===== src/rtl/midi_rx_decoder.sv =====
// MIDI 8N1 receiver with a running-status channel-voice parser.
// Drives a monophonic last-note-priority note/gate with velocity.
module midi_rx_decoder #(
  parameter int CLK_FREQ = 12_000_000,
  parameter int BAUD     = 31250,
  parameter int CHANNEL  = 0,
  parameter int OMNI     = 0
) (
  input  logic       clk,
  input  logic       rst_n,
  input  logic       midi_rx,
  output logic [7:0] midi_data,
  output logic       midi_valid,
  output logic [6:0] note_velocity,
  output logic       frame_error
);

  localparam int CPB = CLK_FREQ / BAUD;
  localparam int CW  = $clog2(CPB);
  localparam logic [CW-1:0] FULL = CW'(CPB - 1);
  localparam logic [CW-1:0] HALF = CW'(CPB / 2 - 1);
  localparam logic [3:0]    CH   = 4'(CHANNEL);

  typedef enum logic [1:0] {
    IDLE,
    START,
    DATA,
    STOP
  } state_e;

  logic          rx_s1_q, rx_s2_q;
  state_e        state_q, state_d;
  logic [CW-1:0] cnt_q, cnt_d;
  logic [2:0]    bit_q, bit_d;
  logic [7:0]    shift_q, shift_d;
  logic [7:0]    byte_q, byte_d;
  logic          strobe_q, strobe_d;
  logic          ferr_q, ferr_d;

  // rs_q[7] doubles as "running status valid" since statuses have bit 7 set
  logic [7:0]    rs_q, rs_d;
  logic          idx_q, idx_d;
  logic [6:0]    note_q, note_d;
  logic [7:0]    data_q, data_d;
  logic          valid_q, valid_d;
  logic [6:0]    vel_q, vel_d;

  logic cnt_zero;
  logic is_rt, is_sys, is_stat, is_dat;
  logic chan_ok;

  assign cnt_zero = (cnt_q == '0);

  always_comb begin
    state_d  = state_q;
    cnt_d    = cnt_q;
    bit_d    = bit_q;
    shift_d  = shift_q;
    byte_d   = byte_q;
    strobe_d = 1'b0;
    ferr_d   = 1'b0;
    unique case (state_q)
      IDLE: begin
        if (!rx_s2_q) begin
          state_d = START;
          cnt_d   = HALF;
        end
      end
      START: begin
        if (!cnt_zero) begin
          cnt_d = cnt_q - CW'(1);
        end else if (!rx_s2_q) begin
          state_d = DATA;
          cnt_d   = FULL;
          bit_d   = '0;
        end else begin
          state_d = IDLE;
        end
      end
      DATA: begin
        if (!cnt_zero) begin
          cnt_d = cnt_q - CW'(1);
        end else begin
          shift_d = {rx_s2_q, shift_q[7:1]};
          cnt_d   = FULL;
          if (bit_q == 3'd7) state_d = STOP;
          else bit_d = bit_q + 3'd1;
        end
      end
      STOP: begin
        if (!cnt_zero) begin
          cnt_d = cnt_q - CW'(1);
        end else begin
          state_d = IDLE;
          if (rx_s2_q) begin
            strobe_d = 1'b1;
            byte_d   = shift_q;
          end else begin
            ferr_d = 1'b1;
          end
        end
      end
      default: state_d = IDLE;
    endcase
  end

  assign is_rt   = byte_q[7:3] == 5'b11111;
  assign is_sys  = byte_q[7:3] == 5'b11110;
  assign is_stat = byte_q[7] && byte_q[7:4] != 4'hF;
  assign is_dat  = !byte_q[7] && rs_q[7];
  assign chan_ok = (OMNI != 0) || (rs_q[3:0] == CH);

  always_comb begin
    rs_d    = rs_q;
    idx_d   = idx_q;
    note_d  = note_q;
    data_d  = data_q;
    valid_d = valid_q;
    vel_d   = vel_q;
    if (strobe_q) begin
      unique case (1'b1)
        is_rt: ;
        is_sys: begin
          rs_d  = '0;
          idx_d = 1'b0;
        end
        is_stat: begin
          rs_d  = byte_q;
          idx_d = 1'b0;
        end
        is_dat: begin
          case (rs_q[6:4])
            3'h0, 3'h1: begin
              if (!idx_q) begin
                note_d = byte_q[6:0];
                idx_d  = 1'b1;
              end else begin
                idx_d = 1'b0;
                if (chan_ok) begin
                  // 0x9_ with nonzero velocity is the only note-on form
                  if (rs_q[4] && byte_q[6:0] != 7'd0) begin
                    data_d  = {1'b0, note_q};
                    vel_d   = byte_q[6:0];
                    valid_d = 1'b1;
                  end else if (valid_q && data_q[6:0] == note_q) begin
                    valid_d = 1'b0;
                  end
                end
              end
            end
            3'h4, 3'h5: ;
            default: idx_d = !idx_q;
          endcase
        end
        default: ;
      endcase
    end
  end

  always_ff @(posedge clk) begin
    if (!rst_n) begin
      rx_s1_q  <= 1'b1;
      rx_s2_q  <= 1'b1;
      state_q  <= IDLE;
      cnt_q    <= '0;
      bit_q    <= '0;
      shift_q  <= '0;
      byte_q   <= '0;
      strobe_q <= 1'b0;
      ferr_q   <= 1'b0;
      rs_q     <= '0;
      idx_q    <= 1'b0;
      note_q   <= '0;
      data_q   <= '0;
      valid_q  <= 1'b0;
      vel_q    <= '0;
    end else begin
      rx_s1_q  <= midi_rx;
      rx_s2_q  <= rx_s1_q;
      state_q  <= state_d;
      cnt_q    <= cnt_d;
      bit_q    <= bit_d;
      shift_q  <= shift_d;
      byte_q   <= byte_d;
      strobe_q <= strobe_d;
      ferr_q   <= ferr_d;
      rs_q     <= rs_d;
      idx_q    <= idx_d;
      note_q   <= note_d;
      data_q   <= data_d;
      valid_q  <= valid_d;
      vel_q    <= vel_d;
    end
  end

  assign midi_data     = data_q;
  assign midi_valid    = valid_q;
  assign note_velocity = vel_q;
  assign frame_error   = ferr_q;

endmodule


===== config.mk =====
export PLATFORM = sky130hd
export DESIGN_NAME = midi_rx_decoder
export DESIGN_NICKNAME = d
export VERILOG_FILES = /design/src/rtl/midi_rx_decoder.sv
export SDC_FILE = /design/constraint.sdc
export NUM_CORES = 1
export LEC_CHECK = 0
export ABC_CLOCK_PERIOD_IN_PS = 5300
export CAP_MARGIN = 40
export CORE_MARGIN = 2
export CORE_UTILIZATION = 40
export DETAILED_ROUTE_END_ITERATION = 7
export GPL_ROUTABILITY_DRIVEN = 0
export SETUP_SLACK_MARGIN = 0.3
export SYNTH_ARGS = -nofsm -noshare
export SYNTH_HDL_FRONTEND = slang
export SYNTH_SLANG_ARGS = --single-unit

===== constraint.sdc =====
create_clock -name clk -period 5.3 [get_ports clk]
set_input_delay 1.325 -clock clk [delete_from_list [all_inputs] [get_ports clk]]
set_output_delay 1.325 -clock clk [all_outputs]
set_load 0.05 [all_outputs]

==> out/results.ini, run 1 <==
[sta]
finalSetupTns_ns = 0
rsz0062_at_grt = no
finalHoldViolCount = 0
maxSlewViolCount = 0
worst_pin_slew_ns = 0.786
setup-violations-final = 0
min_period_ns = 2.86
slew_headroom_pct = 47.2
timing.final.crit_share_pct = 53.9
max_freq_ghz = 0.350
finClkSkew_ns = 0.0131

[yosys]
syn_area_mm2 = 0.00299
ys.flop_type = dfxtp_1
syn_area_per_cell_um2 = 8.84
synthSimpleGateAreaFrac_pct = 19.4
ys_async_sr_fraction_pct = 0
synth_top_family_by_area = simple AND/OR/NAND/NOR gates
syn_nets = 349
synth_xor_area_share_pct = 2.05
yosysSeqAreaShare_pct = 43.5
yosys-top-cells-count = dfxtp_1 (65), nor2_1 (42), a21oi_1 (31)
synthAdderAreaFrac_pct = 3.35
synth_warnings = 0
synth_area_leader_cell = dfxtp_1
post-synth-top-count-cell = dfxtp_1
synth_edf_count = 0
ys_types = 52
synth-compound-area-share_pct = 19.4
synthTopCellsByArea = dfxtp_1 (44%), mux2i_1 (7.7%), nor2_1 (5.3%)
netlist_instances = 338
synthMuxAreaShare_pct = 7.70
ys_ff_latch = 65
netlist.area_leader.share_pct = 43.5

[placed_design]
port_buffers = 18
dp_hpwl_um = 4480

[cells_and_area]
area_growth_pct = 15.6
insertedDiodeCount = 0
layout.area.seq_mm2 = 0.00130
finish.utilization_pct = 47.6
drive_gt1_share_pct = 7.89
multi_input_area_mm2 = 0.00156
layout.nets = 361
fillers = 708

[floorplan]
initial_core_util_pct = 41.2
num_rows = 31
core_area_mm2 = 0.00725
die_x_um = 90.4
io_pins = 20
die_h_um = 90.4
dieArea_mm2 = 0.00818

[detailed_routing]
ant_nets = 0
wirelength_um = 6570
wl_per_cell_um = 14.5
vias = 2495
first_pass_iters = 4
avgViaCountPerCell = 5.50
drt-initial-drc-count = 154
drc = 0

[setup_path]
worstSetupPathType = flip-flop to output pin
cpMaxStageDelayCell = clkdlybuf4s50_1
cp.depth = 1
crit_family = buffers and inverters
worstPathArrival_ns = 1.53
cp_cell_sequence = clkdlybuf4s50_1
r2r_cells = 7
crit_fanout = 3
worstSetupStartpointType = flip-flop
worstPathRequired_ns = 3.97
endpoint_kind = output pin
crit_buf_inv = 1
r2r-start = cnt_q[0]$_SDFFE_PN0P_
startpoint = midi_data[2]$_SDFFE_PN0P_
max_stage_delay_ns = 0.83

[hold_path]
holdPathStages = 1
hold_path.class = flip-flop to flip-flop
hold_path_startpoint = rx_s1_q$_SDFF_PN1_

[grt]
grt_pass1_wl_um = 11300
overflow = 0
grtUsageTotal_pct = 16.6
grt_max_degree = 47
grt_pass1_vias = 2335
antenna_found_initial = 0

[run_status]
outcome = finished clean

[clock_network]
clock_path_buffers = 2
ctsHtreeMaxLevel = 3
clk_pin_slew_worst_paths_ns = 0.08
holdBufCountCts = 0
cts_setup_buffers = 0
root_buffer = clkbuf_8
clk_latency_ns = 0.34
cts_sinks = 65
cts_buffers = 9
cts_tree = yes
cts_resized = 0

[pwr]
combPwrFrac_pct = 17.8
netSwitchingFraction_pct = 30.0
powerDensity_mw_per_mm2 = 350
p_int_uw = 848
seq_power_share_pct = 43.6
switching_power_uw = 362
power_frac_clock_pct = 38.6
p_leak_nw = 1.29
irDropWorstVdd_v = 0.000121

[job]
drv_cap = 0

## per-stage QoR
stage	cells	hold slack, ns	power, mW	cell area, µm²	setup slack, ns
2_1_floorplan	338	0.386	0.706	2990	3.17
3_3_place_gp	436	0.394	0.748	3220	2.19
3_5_place_dp	438	0.392	0.748	3230	2.17
4_1_cts	454	0.411	1.22	3450	2.42
5_1_grt	454	0.424	1.27	3450	2.36
6_report	454	0.408	1.21	3450	2.44
## sequential cells by signal, summed over array words and instances, names as in the netlist, named ones only
register	flops
note_velocity	7
rx_s2_q	1
midi_data	7
idx_q	1
strobe_q	1
state_q	1
rs_q	8
rx_s1_q	1
note_q	7
bit_q	3
frame_error	1
midi_valid	1
cnt_q	9
byte_q	8
shift_q	8
## cell usage in the layout, fill, tap and decap left out, types with 8 or more instances in the layout
cell             instances
inv_1                   11
nor2_1                  42
clkbuf_8                 9
nand3_1                 19
dfxtp_1                 65
mux2i_1                 23
o21ai_0                 27
clkdlybuf4s50_1         18
ha_1                     8
a21oi_1                 31
## power groups by stage
stage / Sequential (mW) / Clock [mW] / Combinational (mW)
3_3_place_gp: 0.538 / 0 / 0.210
6_report: 0.528 / 0.467 / 0.216
3_5_place_dp: 0.537 / 0 / 0.211
2_1_floorplan: 0.530 / 0 / 0.176
5_1_grt: 0.530 / 0.499 / 0.240
4_1_cts: 0.527 / 0.477 / 0.212
## final cells by class
type                            count  area share [%]
Multi-Input combinational cell    241            45.2
Tap cell                           99            3.59
Sequential cell                    65            37.7
Clock buffer                       10            3.69
Clock inverter                      6            2.68
Inverter                           11            1.20
Timing Repair Buffer               22            6.01
## per-layer routing
metal | global-route usage [%] | share of wire [%] | vias to the layer above
li1 | - | - | 1251
met1 | 20.5 | 47 | 1184
met2 | 28.4 | 48 | 48
met3 | 3.51 | 3.2 | 12
met4 | 6.67 | 1.8 | 0
met5 | 0 | 0 | -
## final timing paths
check | endpoint | slack, ns
worst max-delay path | midi_data[2] | 2.44
worst min-delay path | rx_s2_q$_SDFF_PN1_ | 0.41
worst max register to register | cnt_q[1]$_SDFFE_PN0P_ | 2.78
worst min register to register | rx_s2_q$_SDFF_PN1_ | 0.41
## kinds of logic after synthesis
| kind of cell | Yosys count |
|---|---|
| xor+xnor | 7 |
| other cells | 1 |
| flops | 65 |
| buf+inv | 32 |
| mux | 23 |
| simple gates | 109 |
| compound gates | 93 |
| fa+ha+maj | 8 |
No activity file was read; power rests on OpenSTA's default activity.
==> inputs of run 2 (changes only) <==
ABC_CLOCK_PERIOD_IN_PS = 2600   (was 5300)
clock period = 2.6 ns   (was 5.3 ns; I/O delays follow)
==> run 2 against run 1 <==
Net effect:
- first-iteration DRC count down 35%
- worst hold slack better by 0.029 ns
- combinational power up 120%
- die area unchanged
- sequential cell count unchanged
- setup slack worse by 2.0 ns
- register-to-register slack worse by 2.3 ns
- final area up 0.47%
- clock skew down 0.0031 ns
- total power up 95%
- largest cell class unchanged
- largest power group unchanged
==> out/results.ini, run 2 (synthesis gave the netlist of run 1 again) <==
[sta]
finalHoldViolCount = 0
rsz0062_at_grt = no
slew_headroom_pct = 53.4
max_freq_ghz = 0.462
min_period_ns = 2.17
maxSlewViolCount = 0
fin_hold_ws_ns = 0.437
setup-violations-final = 0
finClkSkew_ns = 0.00991
finalSetupTns_ns = 0
timing.final.crit_share_pct = 83.3
worst_pin_slew_ns = 0.696

[hold_path]
hold_path_startpoint = rx_s1_q$_SDFF_PN1_
hold_path.class = flip-flop to flip-flop

[clock_network]
clk_pin_slew_worst_paths_ns = 0.07
cts_buffers = 9
holdBufCountCts = 0
cts_tree = yes
cts_sinks = 65
clock_path_buffers = 2
cts_setup_buffers = 0
clk_latency_ns = 0.34
cts_resized = 0
ctsHtreeMaxLevel = 3
root_buffer = clkbuf_8

[cells_and_area]
area_growth_pct = 16.1
layout_common_cells = dfxtp_1 (65), nor2_1 (42), a21oi_1 (31)
drive_gt1_share_pct = 9.19
final_common_cell = dfxtp_1
top_register = cnt_q
layout.nets = 366
insertedDiodeCount = 0
largest_reg_flops = 9

[setup_path]
r2r-start = cnt_q[0]$_SDFFE_PN0P_
crit_buf_inv = 1
crit_family = buffers and inverters
endpoint_kind = output pin
worstSetupPathType = flip-flop to output pin
cp_cell_sequence = clkdlybuf4s50_1
startpoint = midi_data[1]$_SDFFE_PN0P_
max_stage_delay_ns = 0.81
worstPathArrival_ns = 1.52
crit_fanout = 3
worstSetupStartpointType = flip-flop
cpMaxStageDelayCell = clkdlybuf4s50_1
worstPathRequired_ns = 1.95

[grt]
grt_pass1_vias = 2415
grt_max_degree = 58
grt_pass1_wl_um = 11500
antenna_found_initial = 0
overflow = 0
grtUsageTotal_pct = 17.4

[detailed_routing]
wl_per_cell_um = 14.4
drt-initial-drc-count = 100
avgViaCountPerCell = 5.45
first_pass_iters = 4
drc = 0
vias = 2497
wirelength_um = 6610
ant_nets = 0

[pwr]
p_leak_nw = 1.31
powerDensity_mw_per_mm2 = 682
p_total_mw = 2.37
irDropWorstVdd_v = 0.000453

[placed_design]
dp_hpwl_um = 4420
port_buffers = 18

[floorplan]
die_h_um = 90.4
io_pins = 20
core_area_mm2 = 0.00725
dieArea_mm2 = 0.00818
num_rows = 31
initial_core_util_pct = 41.2
die_x_um = 90.4

[run_status]
outcome = finished clean

[job]
drv_cap = 0

run 2: cell type report:
| class | instances | area [µm²] |
|---|---|---|
| Fill cell | 729 | 3780 |
| Timing Repair Buffer | 27 | 260 |
| Sequential cell | 65 | 1300 |
| Clock inverter | 6 | 60.1 |
| Tap cell | 99 | 124 |
| Inverter | 11 | 41.3 |
| Multi-Input combinational cell | 241 | 1560 |
| Clock buffer | 9 | 124 |
run 2: layer usage:
| layer | global-route usage, % | vias to the layer above | part of all wire, % |
|---|---|---|---|
| li1 | - | 1261 | - |
| met1 | 21.9 | 1172 | 47 |
| met2 | 27.7 | 54 | 47 |
| met3 | 4.17 | 10 | 3.6 |
| met4 | 9.10 | 0 | 2.1 |
| met5 | 0 | - | 0 |
run 2: where the power goes:
part	internal, mW	switching [mW]
registers	1.03	0.0467
logic	0.184	0.285
clock network	0.432	0.389
total	1.64	0.721
run 2: metrics by stage:
step	util, %	setup slack, ns	cell area, µm²	instances
2_1_floorplan	-	0.569	2990	338
3_5_place_dp	45.3	0.456	3290	443
5_1_grt	47.9	0.319	3470	458
3_3_place_gp	45.3	0.502	3290	443
6_report	47.9	0.434	3470	458
4_1_cts	47.9	0.414	3470	458
run 2: final timing paths:
path	cells past startpoint	end	slack, ns
worst min-delay path	1	rx_s2_q$_SDFF_PN1_	0.44
worst max register to register	6	flip-flop	0.45
worst min register to register	1	rx_s2_q$_SDFF_PN1_	0.44
worst max-delay path	1	midi_data[1]	0.43
==> inputs of run 3 (changes only) <==
ABC_CLOCK_PERIOD_IN_PS = 2300   (was 2600)
clock period = 2.3 ns   (was 2.6 ns; I/O delays follow)
==> run 3 against run 2 <==
Net effect:
- combinational power is 29% higher
- clock skew rose by 0.0018 ns
- utilization grew 1.4 points
- sequential power grew 13%
- clock-buffer cell count is 1 higher
- sequential share of layout area down 0.92 points
- non-clock buffer count up 7
==> out/results.ini, run 3 (synthesis gave the netlist of run 1 again) <==
[run_status]
outcome = finished clean

[sta]
rsz0062_at_grt = yes
timing.final.crit_share_pct = 87.5
slew_headroom_pct = 51.1
finalSetupTns_ns = 0
finClkSkew_ns = 0.0117
max_freq_ghz = 0.497
min_period_ns = 2.01
maxSlewViolCount = 0
worst_pin_slew_ns = 0.731
setup-violations-final = 0
finalHoldViolCount = 0

[placed_design]
dp_hpwl_um = 4390
port_buffers = 18

[setup_path]
worstSetupPathType = flip-flop to flip-flop
r2r-start = cnt_q[0]$_SDFFE_PN0P_
reg2reg_slack_ns = 0.29
worstSetupStartpointType = flip-flop
r2r_cells = 6
worstPathArrival_ns = 2.28
crit_fanout = 4
worstPathRequired_ns = 2.57
startpoint = cnt_q[0]$_SDFFE_PN0P_
endpoint_kind = flip-flop

[floorplan]
die_x_um = 90.4
num_rows = 31
dieArea_mm2 = 0.00818
core_area_mm2 = 0.00725
io_pins = 20
initial_core_util_pct = 41.2
die_h_um = 90.4

[pwr]
switching_power_uw = 850
netSwitchingFraction_pct = 29.4
power_frac_clock_pct = 36.8
p_int_mw = 2.04
combPwrFrac_pct = 20.9
powerDensity_mw_per_mm2 = 808
irDropWorstVdd_v = 0.000412
seq_power_share_pct = 42.2
p_leak_nw = 1.43

[detailed_routing]
drc = 0
first_pass_iters = 4
wl_per_cell_um = 14.5
drt-initial-drc-count = 105
vias = 2541
avgViaCountPerCell = 5.45
ant_nets = 0
wirelength_um = 6780

[grt]
grt_max_degree = 58
overflow = 0
antenna_found_initial = 0
grt_pass1_vias = 2278
grt_pass1_wl_um = 11100
grtUsageTotal_pct = 16.6

[hold_path]
hold_path_startpoint = rx_s1_q$_SDFF_PN1_
hold_path.class = flip-flop to flip-flop
holdPathStages = 1
min_to = rx_s2_q$_SDFF_PN1_

[cells_and_area]
layout_common_cells = dfxtp_1 (61), nor2_1 (42), a21oi_1 (30)
top_register = cnt_q
largest_reg_flops = 9
multi_input_area_mm2 = 0.00159
area_growth_pct = 19.5
insertedDiodeCount = 0
layout.area.seq_mm2 = 0.00131
fillers = 721
layout.nets = 373
final_common_cell = dfxtp_1
finish.utilization_pct = 49.2
drive_gt1_share_pct = 14.2

[job]
drv_cap = 0

[clock_network]
clock_path_buffers = 2
cts_tree = yes
ctsHtreeMaxLevel = 3
cts_sinks = 65
clk_pin_slew_worst_paths_ns = 0.07
clk_latency_ns = 0.34
root_buffer = clkbuf_8
holdBufCountCts = 0
cts_buffers = 9

run 3: changes by cell type in the layout (fill, tap and decap cells not counted), moves of 3 or more:
| cell | previous run | this run |
|---|---|---|
| dfxtp_2 | 0 | 4 |
| clkdlybuf4s50_1 | 18 | 2 |
| clkinv_2 | 3 | 0 |
| buf_4 | 8 | 15 |
| dlygate4sd2_1 | 0 | 16 |
| dfxtp_1 | 65 | 61 |
run 3: layout make-up:
type | instances | area share (%)
multi-input cells | 241 | 44.4
repair buffers | 34 | 8.20
clock buffers | 10 | 3.57
clock inverters | 6 | 2.59
well taps | 99 | 3.47
inverters | 11 | 1.16
flip-flops and latches | 65 | 36.6
run 3: stage by stage:
| step | setup WS (ns) | power [mW] | hold WS (ns) | std cells | cell area [µm²] |
|---|---|---|---|---|---|
| after global placement | 0.246 | 1.76 | 0.400 | 444 | 3300 |
| after CTS | 0.305 | 2.85 | 0.412 | 462 | 3530 |
| final | 0.287 | 2.89 | 0.409 | 466 | 3570 |
| after detailed placement | 0.174 | 1.76 | 0.395 | 444 | 3300 |
| after floorplan | 0.301 | 1.63 | 0.386 | 338 | 2990 |
| after global routing | 0.222 | 3.03 | 0.417 | 466 | 3570 |
run 3: worst max path at each step:
stage	end	slack (ns)	depth (start not counted)
final	flip-flop	0.29	6
after global routing	flip-flop	0.22	6
after CTS	flip-flop	0.30	6
after detailed placement	flip-flop	0.17	6
after global placement	flip-flop	0.25	6
after floorplan	flip-flop	0.30	6
run 3: critical path, stage by stage (launching register included):
cell	delay [ns]
dfxtp_2	0.33
inv_2	0.08
ha_4	0.14
or4b_4	0.47
o32a_1	0.31
or4b_4	0.48
a21oi_2	0.14
run 3: timing repair:
| item | CTS | global route |
|---|---|---|
| pin swaps | 3 | 0 |
| setup endpoints to repair | 26 | 27 |
| buffers inserted | 2 | 4 |
| resized for setup | 20 | 6 |
run 3: power by group through the flow:
stage          logic (mW)  registers (mW)  clock network (mW)
2_1_floorplan       0.408            1.22                   0
3_3_place_gp        0.519            1.24                   0
3_5_place_dp        0.516            1.24                   0
4_1_cts             0.545            1.22                1.09
5_1_grt             0.657            1.23                1.15
6_report            0.604            1.22                1.06
run 3: layer usage:
layer | GRT usage [%] | share of wire (%)
met5 | 0 | 0
met4 | 6.03 | 0.97
met3 | 4.01 | 3.7
met2 | 26.3 | 48
met1 | 21.9 | 47
